### src/rtl/qspi_flash_pkg.sv
// rtl/qspi_flash_pkg.sv - shared types and constants for the QSPI flash memory responder
//
// Purpose: FSM state encoding, flash command opcode, phase lengths and the
// helper that reorders the received nibble stream into a bus word.
// Ports: none (package).
package qspi_flash_pkg;

    typedef enum logic [2:0] {
        ST_IDLE,
        ST_CMD,
        ST_ADDR,
        ST_DUMMY,
        ST_DATA,
        ST_DONE,
        ST_GAP
    } state_e;

    localparam logic [7:0] CMD_QREAD    = 8'h6B;
    localparam int         CMD_BITS     = 8;
    localparam int         ADDR_BITS    = 24;
    localparam int         DATA_NIBBLES = 8;

    // The nibble stream arrives as {byte0, byte1, byte2, byte3} in flash order;
    // the bus wants byte0 in the least significant lane.
    function automatic logic [31:0] nibbles_to_word(input logic [31:0] n);
        return {n[7:0], n[15:8], n[23:16], n[31:24]};
    endfunction

endpackage

### src/rtl/qspi_shift_phy.sv
// rtl/qspi_shift_phy.sv - SPI clock generator and serial shifters for the QSPI responder
//
// Purpose: generates a mode-0 SPI clock at clk/2 while enabled, shifts the
// single-line output MSB-first, collects quad input nibbles and counts bits.
// Ports:
//   clk, rst          system clock, asynchronous active-high reset
//   load              load load_data/load_count and restart the bit counter
//   load_data[23:0]   left-aligned output bits (bit 23 goes out first)
//   load_count[4:0]   number of SPI clocks in the phase
//   en                run the SPI clock
//   io_di[3:0]        quad input lines
//   sclk              SPI clock
//   sout              current single-line output bit
//   bit_done          high on the clk edge that completes the last SPI clock
//   nibbles_next      collected nibbles including the one sampled this edge
import qspi_flash_pkg::*;

module qspi_shift_phy (
    input  logic                 clk,
    input  logic                 rst,
    input  logic                 load,
    input  logic [ADDR_BITS-1:0] load_data,
    input  logic [4:0]           load_count,
    input  logic                 en,
    input  logic [3:0]           io_di,
    output logic                 sclk,
    output logic                 sout,
    output logic                 bit_done,
    output logic [31:0]          nibbles_next
);

    logic                 sclk_q, sclk_d;
    logic [ADDR_BITS-1:0] sr_q, sr_d;
    logic [4:0]           cnt_q, cnt_d;
    logic [27:0]          nib_q, nib_d;
    logic                 fall;

    // The falling SPI edge is the clk edge that ends a high half-cycle: input
    // is sampled and the next output bit is presented on the same edge.
    assign fall         = en && sclk_q;
    assign bit_done     = fall && (cnt_q == 5'd1);
    assign nibbles_next = {nib_q, io_di};
    assign sclk         = sclk_q;
    assign sout         = sr_q[ADDR_BITS-1];

    always_comb begin
        sclk_d = sclk_q;
        sr_d   = sr_q;
        cnt_d  = cnt_q;
        nib_d  = nib_q;
        if (en && !sclk_q) begin
            sclk_d = 1'b1;
        end
        if (fall) begin
            sclk_d = 1'b0;
            sr_d   = {sr_q[ADDR_BITS-2:0], 1'b0};
            cnt_d  = cnt_q - 5'd1;
            nib_d  = {nib_q[23:0], io_di};
        end
        if (load) begin
            sclk_d = 1'b0;
            sr_d   = load_data;
            cnt_d  = load_count;
        end
    end

    always_ff @(posedge clk or posedge rst) begin
        if (rst) begin
            sclk_q <= 1'b0;
            sr_q   <= '0;
            cnt_q  <= '0;
            nib_q  <= '0;
        end else begin
            sclk_q <= sclk_d;
            sr_q   <= sr_d;
            cnt_q  <= cnt_d;
            nib_q  <= nib_d;
        end
    end

endmodule

### src/rtl/qspi_flash_mem_responder.sv
// rtl/qspi_flash_mem_responder.sv - picorv32 memory-bus read responder backed by QSPI flash
//
// Purpose: answers each read on the native memory bus with one Quad Output
// Fast Read (0x6B) of 4 bytes; writes are acknowledged and dropped.
// Ports:
//   clk, rst                       system clock, asynchronous active-high reset
//   mem_valid/mem_addr/mem_wstrb   request (already decoded to the flash window)
//   mem_ready/mem_rdata            one-cycle acknowledge and read word
//   flash_csn/flash_sclk           chip select (active-low), SPI clock (mode 0)
//   flash_io_oe/do/di              per-line output enable, output and input data
import qspi_flash_pkg::*;

module qspi_flash_mem_responder #(
    parameter logic [23:0] FLASH_BASE   = 24'h100000,
    parameter int          DUMMY_CYCLES = 8,
    parameter int          CSN_GAP      = 2
) (
    input  logic        clk,
    input  logic        rst,
    input  logic        mem_valid,
    input  logic [31:0] mem_addr,
    input  logic [3:0]  mem_wstrb,
    output logic        mem_ready,
    output logic [31:0] mem_rdata,
    output logic        flash_csn,
    output logic        flash_sclk,
    output logic [3:0]  flash_io_oe,
    output logic [3:0]  flash_io_do,
    input  logic [3:0]  flash_io_di
);

    state_e               state_q, state_d;
    logic                 csn_q, csn_d;
    logic                 ready_q, ready_d;
    logic [31:0]          rdata_q, rdata_d;
    logic [ADDR_BITS-1:0] addr_q, addr_d;
    logic                 start_q, start_d;
    logic [7:0]           gap_q, gap_d;

    logic                 phy_load;
    logic [ADDR_BITS-1:0] phy_load_data;
    logic [4:0]           phy_load_count;
    logic                 phy_en;
    logic                 phy_sout;
    logic                 phy_bit_done;
    logic [31:0]          phy_nibbles;

    logic [ADDR_BITS-1:0] req_addr;
    logic                 unused_addr_bits;
    logic                 single_line;

    // Word-aligned offset plus base; the 24-bit sum wraps naturally.
    assign req_addr         = {mem_addr[23:2], 2'b00} + FLASH_BASE;
    assign unused_addr_bits = ^{mem_addr[31:24], mem_addr[1:0]};

    assign single_line = (state_q == ST_CMD) || (state_q == ST_ADDR);
    assign flash_io_oe = single_line ? 4'b0001 : 4'b0000;
    assign flash_io_do = single_line ? {3'b000, phy_sout} : 4'b0000;
    assign flash_csn   = csn_q;
    assign mem_ready   = ready_q;
    assign mem_rdata   = rdata_q;

    qspi_shift_phy u_phy (
        .clk          (clk),
        .rst          (rst),
        .load         (phy_load),
        .load_data    (phy_load_data),
        .load_count   (phy_load_count),
        .en           (phy_en),
        .io_di        (flash_io_di),
        .sclk         (flash_sclk),
        .sout         (phy_sout),
        .bit_done     (phy_bit_done),
        .nibbles_next (phy_nibbles)
    );

    always_comb begin
        state_d        = state_q;
        csn_d          = csn_q;
        ready_d        = 1'b0;
        rdata_d        = rdata_q;
        addr_d         = addr_q;
        start_d        = 1'b0;
        gap_d          = gap_q;
        phy_load       = 1'b0;
        phy_load_data  = '0;
        phy_load_count = '0;
        phy_en         = 1'b0;
        case (state_q)
            ST_IDLE: begin
                csn_d = 1'b1;
                if (mem_valid) begin
                    if (mem_wstrb != 4'b0000) begin
                        ready_d = 1'b1;
                        rdata_d = '0;
                        gap_d   = 8'(CSN_GAP - 1);
                        state_d = ST_GAP;
                    end else begin
                        addr_d         = req_addr;
                        csn_d          = 1'b0;
                        start_d        = 1'b1;
                        phy_load       = 1'b1;
                        phy_load_data  = {CMD_QREAD, 16'h0000};
                        phy_load_count = 5'(CMD_BITS);
                        state_d        = ST_CMD;
                    end
                end
            end
            ST_CMD: begin
                // First cycle after csn falls is a setup cycle with sclk held low.
                phy_en = !start_q;
                if (phy_bit_done) begin
                    phy_load       = 1'b1;
                    phy_load_data  = addr_q;
                    phy_load_count = 5'(ADDR_BITS);
                    state_d        = ST_ADDR;
                end
            end
            ST_ADDR: begin
                phy_en = 1'b1;
                if (phy_bit_done) begin
                    phy_load       = 1'b1;
                    phy_load_count = 5'(DUMMY_CYCLES);
                    state_d        = ST_DUMMY;
                end
            end
            ST_DUMMY: begin
                phy_en = 1'b1;
                if (phy_bit_done) begin
                    phy_load       = 1'b1;
                    phy_load_count = 5'(DATA_NIBBLES);
                    state_d        = ST_DATA;
                end
            end
            ST_DATA: begin
                phy_en = 1'b1;
                if (phy_bit_done) begin
                    csn_d   = 1'b1;
                    state_d = ST_DONE;
                    // An abandoned request still finishes on the wire but is not acknowledged.
                    if (mem_valid) begin
                        ready_d = 1'b1;
                        rdata_d = nibbles_to_word(phy_nibbles);
                    end
                end
            end
            ST_DONE: begin
                gap_d   = 8'(CSN_GAP - 1);
                state_d = ST_GAP;
            end
            ST_GAP: begin
                if (gap_q == 8'd0) begin
                    state_d = ST_IDLE;
                end else begin
                    gap_d = gap_q - 8'd1;
                end
            end
            default: state_d = ST_IDLE;
        endcase
    end

    always_ff @(posedge clk or posedge rst) begin
        if (rst) begin
            state_q <= ST_IDLE;
            csn_q   <= 1'b1;
            ready_q <= 1'b0;
            rdata_q <= '0;
            addr_q  <= '0;
            start_q <= 1'b0;
            gap_q   <= '0;
        end else begin
            state_q <= state_d;
            csn_q   <= csn_d;
            ready_q <= ready_d;
            rdata_q <= rdata_d;
            addr_q  <= addr_d;
            start_q <= start_d;
            gap_q   <= gap_d;
        end
    end

endmodule

### config.mk
export PLATFORM = sky130hd
export DESIGN_NAME = qspi_flash_mem_responder
export DESIGN_NICKNAME = d
export VERILOG_FILES = /design/src/rtl/qspi_flash_pkg.sv /design/src/rtl/qspi_shift_phy.sv /design/src/rtl/qspi_flash_mem_responder.sv
export SDC_FILE = /design/constraint.sdc
export NUM_CORES = 1
export LEC_CHECK = 0
export ABC_AREA = 1
export CAP_MARGIN = 5
export CORE_MARGIN = 8
export CORE_UTILIZATION = 45
export DETAILED_ROUTE_END_ITERATION = 8
export HOLD_SLACK_MARGIN = 0.15
export PLACE_DENSITY = 0.73
export SLEW_MARGIN = 20
export SYNTH_ARGS = -nofsm -noshare
export SYNTH_HDL_FRONTEND = slang
export SYNTH_SLANG_ARGS = --single-unit
### constraint.sdc
create_clock -name clk -period 6.85 [get_ports clk]
set_input_delay 1.0275 -clock clk [delete_from_list [all_inputs] [get_ports clk]]
set_output_delay 1.0275 -clock clk [all_outputs]
set_load 0.02 [all_outputs]
==> results.yml, run 1 <==
outcome:
  status: "completed"
synthesis:
  syn_avg_cell_area_sq_um: 8.54
  yosysTopAreaCell: "dfrtp_1"
  synth_enable_flop_cells: 0
  yosysWarnings: 0
  synthTopCellsByArea: "dfrtp_1, nand2_1, o21ai_0, inv_1, o21ai_2"
  synth_top_area_share_pct: 54.4
  syn_area_sq_mm: 0.00566
  synth_ff_type: "dfrtp_1"
  ys_ff_latch: 124
  synth_seq_area_share_pct: 54.8
  async_flop_share_pct: 100
  synthDistinctLibCells: 31
  synth_cells: 663
detailed_routing:
  drt_iter0_markers: 320
  ant_nets: 0
  dr.pass1.iters: 7
  drc: 0
  wl_mm: 11.9
  vias: 4459
  vias_per_cell: 4.93
  routedWlPerCell_microns: 13.2
critical_path:
  critPathTopFamily: "simple AND/OR/NAND/NOR gates"
  path_cells: "inv_1 -> nand2_1 -> nand2_1 -> nand2_1 -> nand3_1 -> nand2_1 -> nand3_2 -> inv_2 -> nand2_1 -> nand2_1 -> inv_1"
  r2r_end: "u_phy.cnt_q[4]"
  endpoint_kind: "flop"
  crit_buf_inv: 3
  slowest_delay_ns: 0.75
  critPathLaunchType: "flop"
  reg2reg_slack_ns: 3.57
  critical_path.max_fanout: 33
  critPathKind: "reg -> reg"
  worstPathArrival_ns: 3.58
  timing.rr.start: "state_q[1]"
  reg2reg_depth: 11
  cp_data_required_time_ns: 7.15
  cpMostUsedCell: "nand2_1"
  crit_slowest_cell: "nand2_1"
sta:
  drv_slew: 0
  setup_viol: 0
  tightest_slew_ns: 1.03
  hold_viol: 0
  grt_setup_unrepaired: "no"
  skew_ns: 0.0126
  fin_crit_sh_pct: 47.9
  slew_headroom_pct: 31.5
  period_needed_ns: 3.28
  fin_tns_setup_ns: 0
  max_freq_mhz: 305
layout:
  regArea_sq_mm: 0.00310
  antenna_cells: 0
  syn_to_final_growth_pct: 23.9
  drive_gt1_share_pct: 9.55
  post-route-util_pct: 56.3
  multiInputGateArea_sq_mm: 0.00213
  n_fill_cell: 1122
  layout.nets: 768
grt:
  grt_usage_pct: 15.6
  grt_pass1_vias: 4527
  antenna_found_initial: 0
  grt_pass1_wl_mm: 20.5
  overflow: 0
  grt_max_degree: 77
worst_hold_path:
  hp-class: "reg -> reg"
  hold_path_end: "u_phy.sr_q[23]"
  whs_path_depth: 2
  min-delay-start: "u_phy.sr_q[23]"
die:
  core_sq_mm: 0.0125
  die_x_microns: 128
  start_util_pct: 45.4
  fp-row-count: 41
  dieArea_sq_mm: 0.0164
  die_y_microns: 128
  boundaryPins: 86
placed_design:
  portBuffers: 69
  globalplace.congestion: 0.834
  place_hpwl_mm: 7.59
clock_network:
  root_buffer: "clkbuf_16"
  post-cts-setup-buffers: 0
  cts_resized: 0
  cts_hold_buf: 0
  cts_tree: "built"
  clock_path_buffers: 2
  cts-htree-levels: 4
  numCtsBuffers: 17
  clk_latency_ns: 0.42
  path_clk_slew_ns: 0.05
  clock_sinks: 124
power_and_ir_drop:
  p_leak_nw: 3.29
  total_power_mw: 3.40
  ir_worst_vdd_mv: 0.230
  powerDensity_mw_per_mm2: 485
run:
  maxCapViolCount: 0
## sequential cells by signal (all words and copies together) (netlist names)
| signal | cells |
|---|---|
| mem_rdata | 32 |
| u_phy.sr_q | 22 |
| u_phy.cnt_q | 5 |
| state_q | 3 |
| addr_q | 22 |
| u_phy.sclk | 1 |
| mem_ready | 1 |
| gap_q | 8 |
| flash_csn | 1 |
| u_phy.nib_q | 28 |
| start_q | 1 |
## layout make-up
cell class | instances | area share (%)
inverter | 54 | 2.93
sequential | 124 | 44.3
clock inverter | 9 | 2.27
timing repair buffer | 72 | 10.2
tap | 172 | 3.07
clock buffer | 23 | 6.96
multi-input combinational | 451 | 30.3
## synthesized netlist by cell type, drive strengths merged, types with 3 or more instances
master	n
nand2	230
dfrtp	123
o21ai	106
inv	53
nor2	43
nand3	31
buf	26
clkbuf	13
xor2	8
a21oi	7
nand4	6
ha	5
o211ai	3
## per-stage QoR
step                hold slack [ns]  cell area [sq um]  setup slack (ns)  std cells
floorplan                     0.443               5680              2.52        668
global placement              0.462               6370              3.33        873
detailed placement            0.463               6370              3.23        873
CTS                           0.479               7010              3.55        905
global route                  0.491               7010              3.19        905
finish                        0.472               7010              3.57        905
## power by group
group	switching [mW]	internal, mW	leakage (nW)
Clock	0.317	0.649	0.314
Combinational	0.807	0.435	1.38
Sequential	0.175	1.02	1.59
## per-layer routing
layer  vias to the layer above  part of all wire, %  global-route usage [%]
li1                       2202                    -                       -
met3                        17                  5.4                    4.66
met4                         0                  1.7                    6.64
met1                      2127                   43                    17.8
met5                         -                    0                       0
met2                       113                   50                    26.5
## how the worst max path moves through the flow
| stage | from | to | slack (ns) | cells after the start |
|---|---|---|---|---|
| global route | mem_wstrb[3] | addr_q[6] | 3.19 | 7 |
| global placement | mem_wstrb[3] | u_phy.cnt_q[4] | 3.33 | 10 |
| finish | state_q[1] | u_phy.cnt_q[4] | 3.57 | 11 |
| floorplan | rst | addr_q[10] | 2.52 | 1 |
| CTS | state_q[1] | u_phy.cnt_q[4] | 3.55 | 11 |
| detailed placement | mem_wstrb[1] | addr_q[2] | 3.23 | 7 |
## worst reg2reg max path, stage by stage (launching register included)
cell and delay, ns:
dfrtp_1 0.51, inv_1 0.09, nand2_1 0.13, nand2_1 0.10, nand2_1 0.07, nand3_1 0.10
nand2_1 0.75, nand3_2 0.70, inv_2 0.51, nand2_1 0.09, nand2_1 0.08, inv_1 0.04
## kinds of logic after synthesis
| logic type | synth area share (%) |
|---|---|
| AND/OR/NAND/NOR | 22.5 |
| other | 0.0662 |
| AO/OA/AOI/OAI | 12.1 |
| flip-flops | 54.8 |
| XOR/XNOR | 1.55 |
| buffers and inverters | 7.89 |
| adder cells (fa/ha/maj) | 1.11 |
## layout by cell type (no fill, tap or decap), drive strengths merged
master | Yosys | routed
clkdlybuf4s50 | 0 | 69
nor3 | 1 | 1
nand2 | 230 | 230
o211ai | 3 | 3
nand3 | 31 | 31
a21boi | 1 | 1
clkbuf | 13 | 23
inv | 53 | 52
buf | 26 | 3
conb | 1 | 6
nor3b | 1 | 1
a41oi | 1 | 1
bufinv | 0 | 4
dfstp | 1 | 1
xnor2 | 2 | 2
xor2 | 8 | 8
dfrtp | 123 | 123
clkinvlp | 0 | 1
o21ai | 106 | 106
nand4 | 6 | 6
nor2 | 43 | 43
a21oi | 7 | 7
ha | 5 | 5
clkinv | 1 | 6
No activity file was read; power rests on OpenSTA's default activity.
==> run 2, diff against run 1 <==
==> constraint.sdc (replaced) <==
create_clock -name clk -period 3.12 [get_ports clk]
set_input_delay 0.468 -clock clk [delete_from_list [all_inputs] [get_ports clk]]
set_output_delay 0.468 -clock clk [all_outputs]
set_load 0.02 [all_outputs]
==> run 2 against run 1 <==
Wire length fell by 0.17%. Total power up 110%. Critical endpoint is now flash_io_do[0]. Critical path type is now reg -> out. Global-route usage decreased by 0.17 points. Sequential share of layout area about the same. Largest power group unchanged. Die area unchanged. Via count increased by 1.5%. Flip-flop and latch count unchanged.
==> results.yml, run 2 (same netlist as run 1, synthesis figures left out) <==
sta:
  max_freq_mhz: 399
  fin_ws_ns: 0.612
  fin_tns_setup_ns: 0
  hold_viol: 0
  skew_ns: 0.00950
  tightest_slew_ns: 0.602
  period_needed_ns: 2.51
  setup_viol: 0
  grt_setup_unrepaired: "no"
  fin_crit_sh_pct: 80.4
  drv_slew: 0
  slew_headroom_pct: 59.6
placed_design:
  portBuffers: 69
  place_hpwl_mm: 7.77
  placedCellCount: 879
  globalplace.congestion: 0.809
  dp_slack_ns: 0.581
detailed_routing:
  dr.pass1.iters: 4
  routedWlPerCell_microns: 13.1
  drc: 0
  wl_mm: 11.9
  ant_nets: 0
  vias_per_cell: 4.97
  drt_iter0_markers: 272
  vias: 4526
critical_path:
  critPathLaunchType: "flop"
  worstPathArrival_ns: 2.04
  crit_slowest_cell: "clkdlybuf4s50_1"
  path_cells: "inv_2 -> nand3_1 -> a21boi_0 -> clkdlybuf4s50_1"
  slowest_delay_ns: 0.64
  r2r_end: "u_phy.cnt_q[4]"
  endpoint_kind: "output port"
  critPathTopFamily: "buffers and inverters"
  reg2reg_slack_ns: 0.80
  crit_buf_inv: 2
  reg2reg_depth: 11
  critical_path.max_fanout: 8
  timing.rr.start: "state_q[1]"
  critPathKind: "reg -> out"
  cp_data_required_time_ns: 2.65
die:
  core_sq_mm: 0.0125
  dieArea_sq_mm: 0.0164
  fp-row-count: 41
  die_x_microns: 128
  start_util_pct: 45.4
  die_y_microns: 128
  boundaryPins: 86
clock_network:
  clock_sinks: 124
  post-cts-setup-buffers: 0
  cts-htree-levels: 4
  clk_latency_ns: 0.41
  numCtsBuffers: 17
  root_buffer: "clkbuf_16"
  clock_path_buffers: 2
  cts_hold_buf: 0
  cts_tree: "built"
  cts_resized: 0
  path_clk_slew_ns: 0.06
layout:
  instances_no_fill: 910
  final_cell_mix: "nand2_1, dfrtp_1, o21ai_0"
  antenna_cells: 0
  drive_gt1_share_pct: 10.4
  final_common_cell: "nand2_1"
  n_fill_cell: 1085
  regArea_sq_mm: 0.00310
  largest_register_ff_count: 32
  layout.nets: 774
  multiInputGateArea_sq_mm: 0.00213
  post-route-util_pct: 56.2
  syn_to_final_growth_pct: 23.8
outcome:
  status: "completed"
power_and_ir_drop:
  ir_worst_vdd_mv: 0.562
  powerDensity_mw_per_mm2: 1040
  p_leak_nw: 3.29
  total_power_mw: 7.30
grt:
  overflow: 0
  grt_usage_pct: 15.4
  antenna_found_initial: 0
  grt_pass1_wl_mm: 20.6
  grt_pass1_vias: 4597
  grt_max_degree: 108
run:
  maxCapViolCount: 0
worst_hold_path:
  hp-class: "in -> async"
run 2: cell count changes in the layout (fill, tap and decap cells not counted), sizes merged:
| cell | delta |
|---|---|
| buf | +6 |
| clkinvlp | +3 |
| inv | +3 |
| clkbuf | -6 |
| clkinv | +1 |
| bufinv | -2 |
run 2: cell type report:
type / count / share of cell area, %
sequential: 124 / 44.3
clock inverter: 14 / 2.09
clock buffer: 17 / 6.07
tap: 172 / 3.07
timing repair buffer: 78 / 11.2
inverter: 54 / 2.95
multi-input combinational: 451 / 30.4
run 2: how the worst max path moves through the flow:
stage                     cells past startpoint             end  slack (ns)          from
after floorplan                               1      addr_q[10]        1.13           rst
after global placement                       10  u_phy.cnt_q[4]        0.63  mem_wstrb[3]
after detailed placement                     10  u_phy.cnt_q[4]        0.58  mem_wstrb[3]
after CTS                                     4  flash_io_do[0]        0.59    state_q[2]
after global routing                          4  flash_io_do[0]        0.49    state_q[2]
final                                         4  flash_io_do[0]        0.61    state_q[2]
run 2: per-layer routing:
metal | global-route usage, % | part of all wire [%] | up-vias
li1 | - | - | 2221
met3 | 4.83 | 5.2 | 18
met1 | 17.1 | 42 | 2179
met4 | 5.66 | 1.3 | 0
met2 | 27.0 | 51 | 108
met5 | 0 | 0 | -
run 2: where the power goes:
part / internal [mW] / switching [mW] / leakage (nW)
logic: 1.00 / 1.78 / 1.42
clock network: 1.17 / 0.726 / 0.276
registers: 2.23 / 0.381 / 1.59
run 2: metrics by stage:
stage | hold WS (ns) | cell area [sq um]
3_5_place_dp | 0.466 | 6440
2_1_floorplan | 0.443 | 5680
4_1_cts | 0.407 | 7010
6_report | 0.406 | 7010
3_3_place_gp | 0.463 | 6440
5_1_grt | 0.452 | 7010
==> run 3, diff against run 2 <==
==> constraint.sdc (replaced) <==
create_clock -name clk -period 2.6 [get_ports clk]
set_input_delay 0.39 -clock clk [delete_from_list [all_inputs] [get_ports clk]]
set_output_delay 0.39 -clock clk [all_outputs]
set_load 0.02 [all_outputs]
==> run 3 against run 2 <==
Clock skew shrank 0.0034 ns. Largest power group unchanged. Flip-flop and latch count unchanged. First-iteration DRC count down 18%. Critical path depth stayed put. Combinational power is 20% higher. Wire length decreased by 0.54%. Global-route usage is 0.13 points higher.
==> results.yml, run 3 (same netlist as run 1, synthesis figures left out) <==
placed_design:
  placed_area_sq_mm: 0.00648
  portBuffers: 69
  globalplace.congestion: 0.843
  place_hpwl_mm: 7.93
critical_path:
  cp_data_required_time_ns: 2.21
  critPathKind: "reg -> out"
  worstPathArrival_ns: 2.06
  endpoint_kind: "output port"
  critical_path.max_fanout: 8
  critPathLaunchType: "flop"
grt:
  grt_busiest_layer: "met2"
  grt_pass1_vias: 4495
  antenna_found_initial: 0
  grt_usage_pct: 15.5
  met3_usage_pct: 5.28
  use_met2_pct: 26.1
  met1_usage_pct: 17.5
  overflow: 0
  grt_pass1_wl_mm: 20.3
  grt_max_degree: 70
sta:
  hold_viol: 0
  period_needed_ns: 2.45
  skew_ns: 0.00612
  slew_headroom_pct: 56.8
  setup_viol: 0
  tightest_slew_ns: 0.643
  fin_crit_sh_pct: 94.1
  grt_setup_unrepaired: "no"
  fin_tns_setup_ns: 0
  drv_slew: 0
  max_freq_mhz: 409
layout:
  final_cell_mix: "nand2_1, dfrtp_1, o21ai_0"
  layout.nets: 777
  antenna_cells: 0
  post-route-util_pct: 57.0
  final_common_cell: "nand2_1"
  regArea_sq_mm: 0.00310
  largest_register_ff_count: 32
  multiInputGateArea_sq_mm: 0.00213
  syn_to_final_growth_pct: 25.5
  design_area_sq_mm: 0.00710
  drive_gt1_share_pct: 10.8
  n_fill_cell: 1126
clock_network:
  cts_hold_buf: 0
  clk_latency_ns: 0.41
  cts-htree-levels: 4
  cts_tree: "built"
  root_buffer: "clkbuf_16"
  clock_path_buffers: 2
  numCtsBuffers: 17
  post-cts-setup-buffers: 0
  clock_sinks: 124
  cts_resized: 0
  path_clk_slew_ns: 0.06
detailed_routing:
  wl_mm: 11.9
  vias: 4433
  vias_per_cell: 4.85
  routedWlPerCell_microns: 13.0
  drc: 0
  dr.pass1.iters: 5
  drt_iter0_markers: 223
  ant_nets: 0
die:
  die_y_microns: 128
  start_util_pct: 45.4
  core_sq_mm: 0.0125
  fp-row-count: 41
  boundaryPins: 86
  dieArea_sq_mm: 0.0164
  die_x_microns: 128
run:
  maxCapViolCount: 0
outcome:
  status: "completed"
worst_hold_path:
  hp-class: "in -> async"
power_and_ir_drop:
  ir_worst_vdd_mv: 0.563
  powerDensity_mw_per_mm2: 1260
  p_leak_nw: 3.33
-- run 3: stage by stage --
| step | hold slack (ns) | worst slack, ns | cells | power [mW] |
|---|---|---|---|---|
| floorplan | 0.443 | 0.686 | 668 | 5.57 |
| global placement | 0.463 | 0.357 | 882 | 6.37 |
| detailed placement | 0.465 | 0.349 | 882 | 6.53 |
| CTS | 0.366 | 0.123 | 914 | 9.04 |
| global route | 0.417 | 0.0640 | 914 | 9.60 |
| finish | 0.376 | 0.152 | 914 | 8.92 |
-- run 3: worst max-delay path, stage by stage, from the launching register on --
cell and delay, ns:
dfrtp_1 0.44, inv_2 0.14, nand3_1 0.16, a21boi_0 0.26
clkdlybuf4s50_1 0.64
-- run 3: final timing paths --
path	to	from	cells past startpoint	slack [ns]
max	flash_io_do[0]	state_q[2]	4	0.15
min	mem_rdata[14]	rst	2	0.38
max reg2reg	u_phy.cnt_q[4]	state_q[1]	11	0.49
min reg2reg	u_phy.sr_q[23]	u_phy.sr_q[23]	2	0.48
max in group asynchronous	u_phy.cnt_q[0]	rst	3	1.50
min in group clk	u_phy.sr_q[23]	u_phy.sr_q[23]	2	0.48
-- run 3: report_power, final --
group | internal (mW) | switching, mW
Sequential | 2.68 | 0.460
Clock | 1.56 | 0.861
Combinational | 1.22 | 2.13
Total | 5.47 | 3.45
-- run 3: cell type report --
| type | count | share of cell area [%] |
|---|---|---|
| flip-flops and latches | 124 | 43.7 |
| multi-input cells | 451 | 30.0 |
| repair buffers | 81 | 11.7 |
| clock buffers | 20 | 6.43 |
| well taps | 172 | 3.03 |
| inverters | 54 | 2.91 |
| clock inverters | 12 | 2.26 |
-- run 3: routing by layer --
metal / share of wire [%] / up-vias
met5: 0 / -
met4: 1.5 / 0
met3: 4.4 / 16
met2: 50 / 84
met1: 44 / 2114
li1: - / 2219
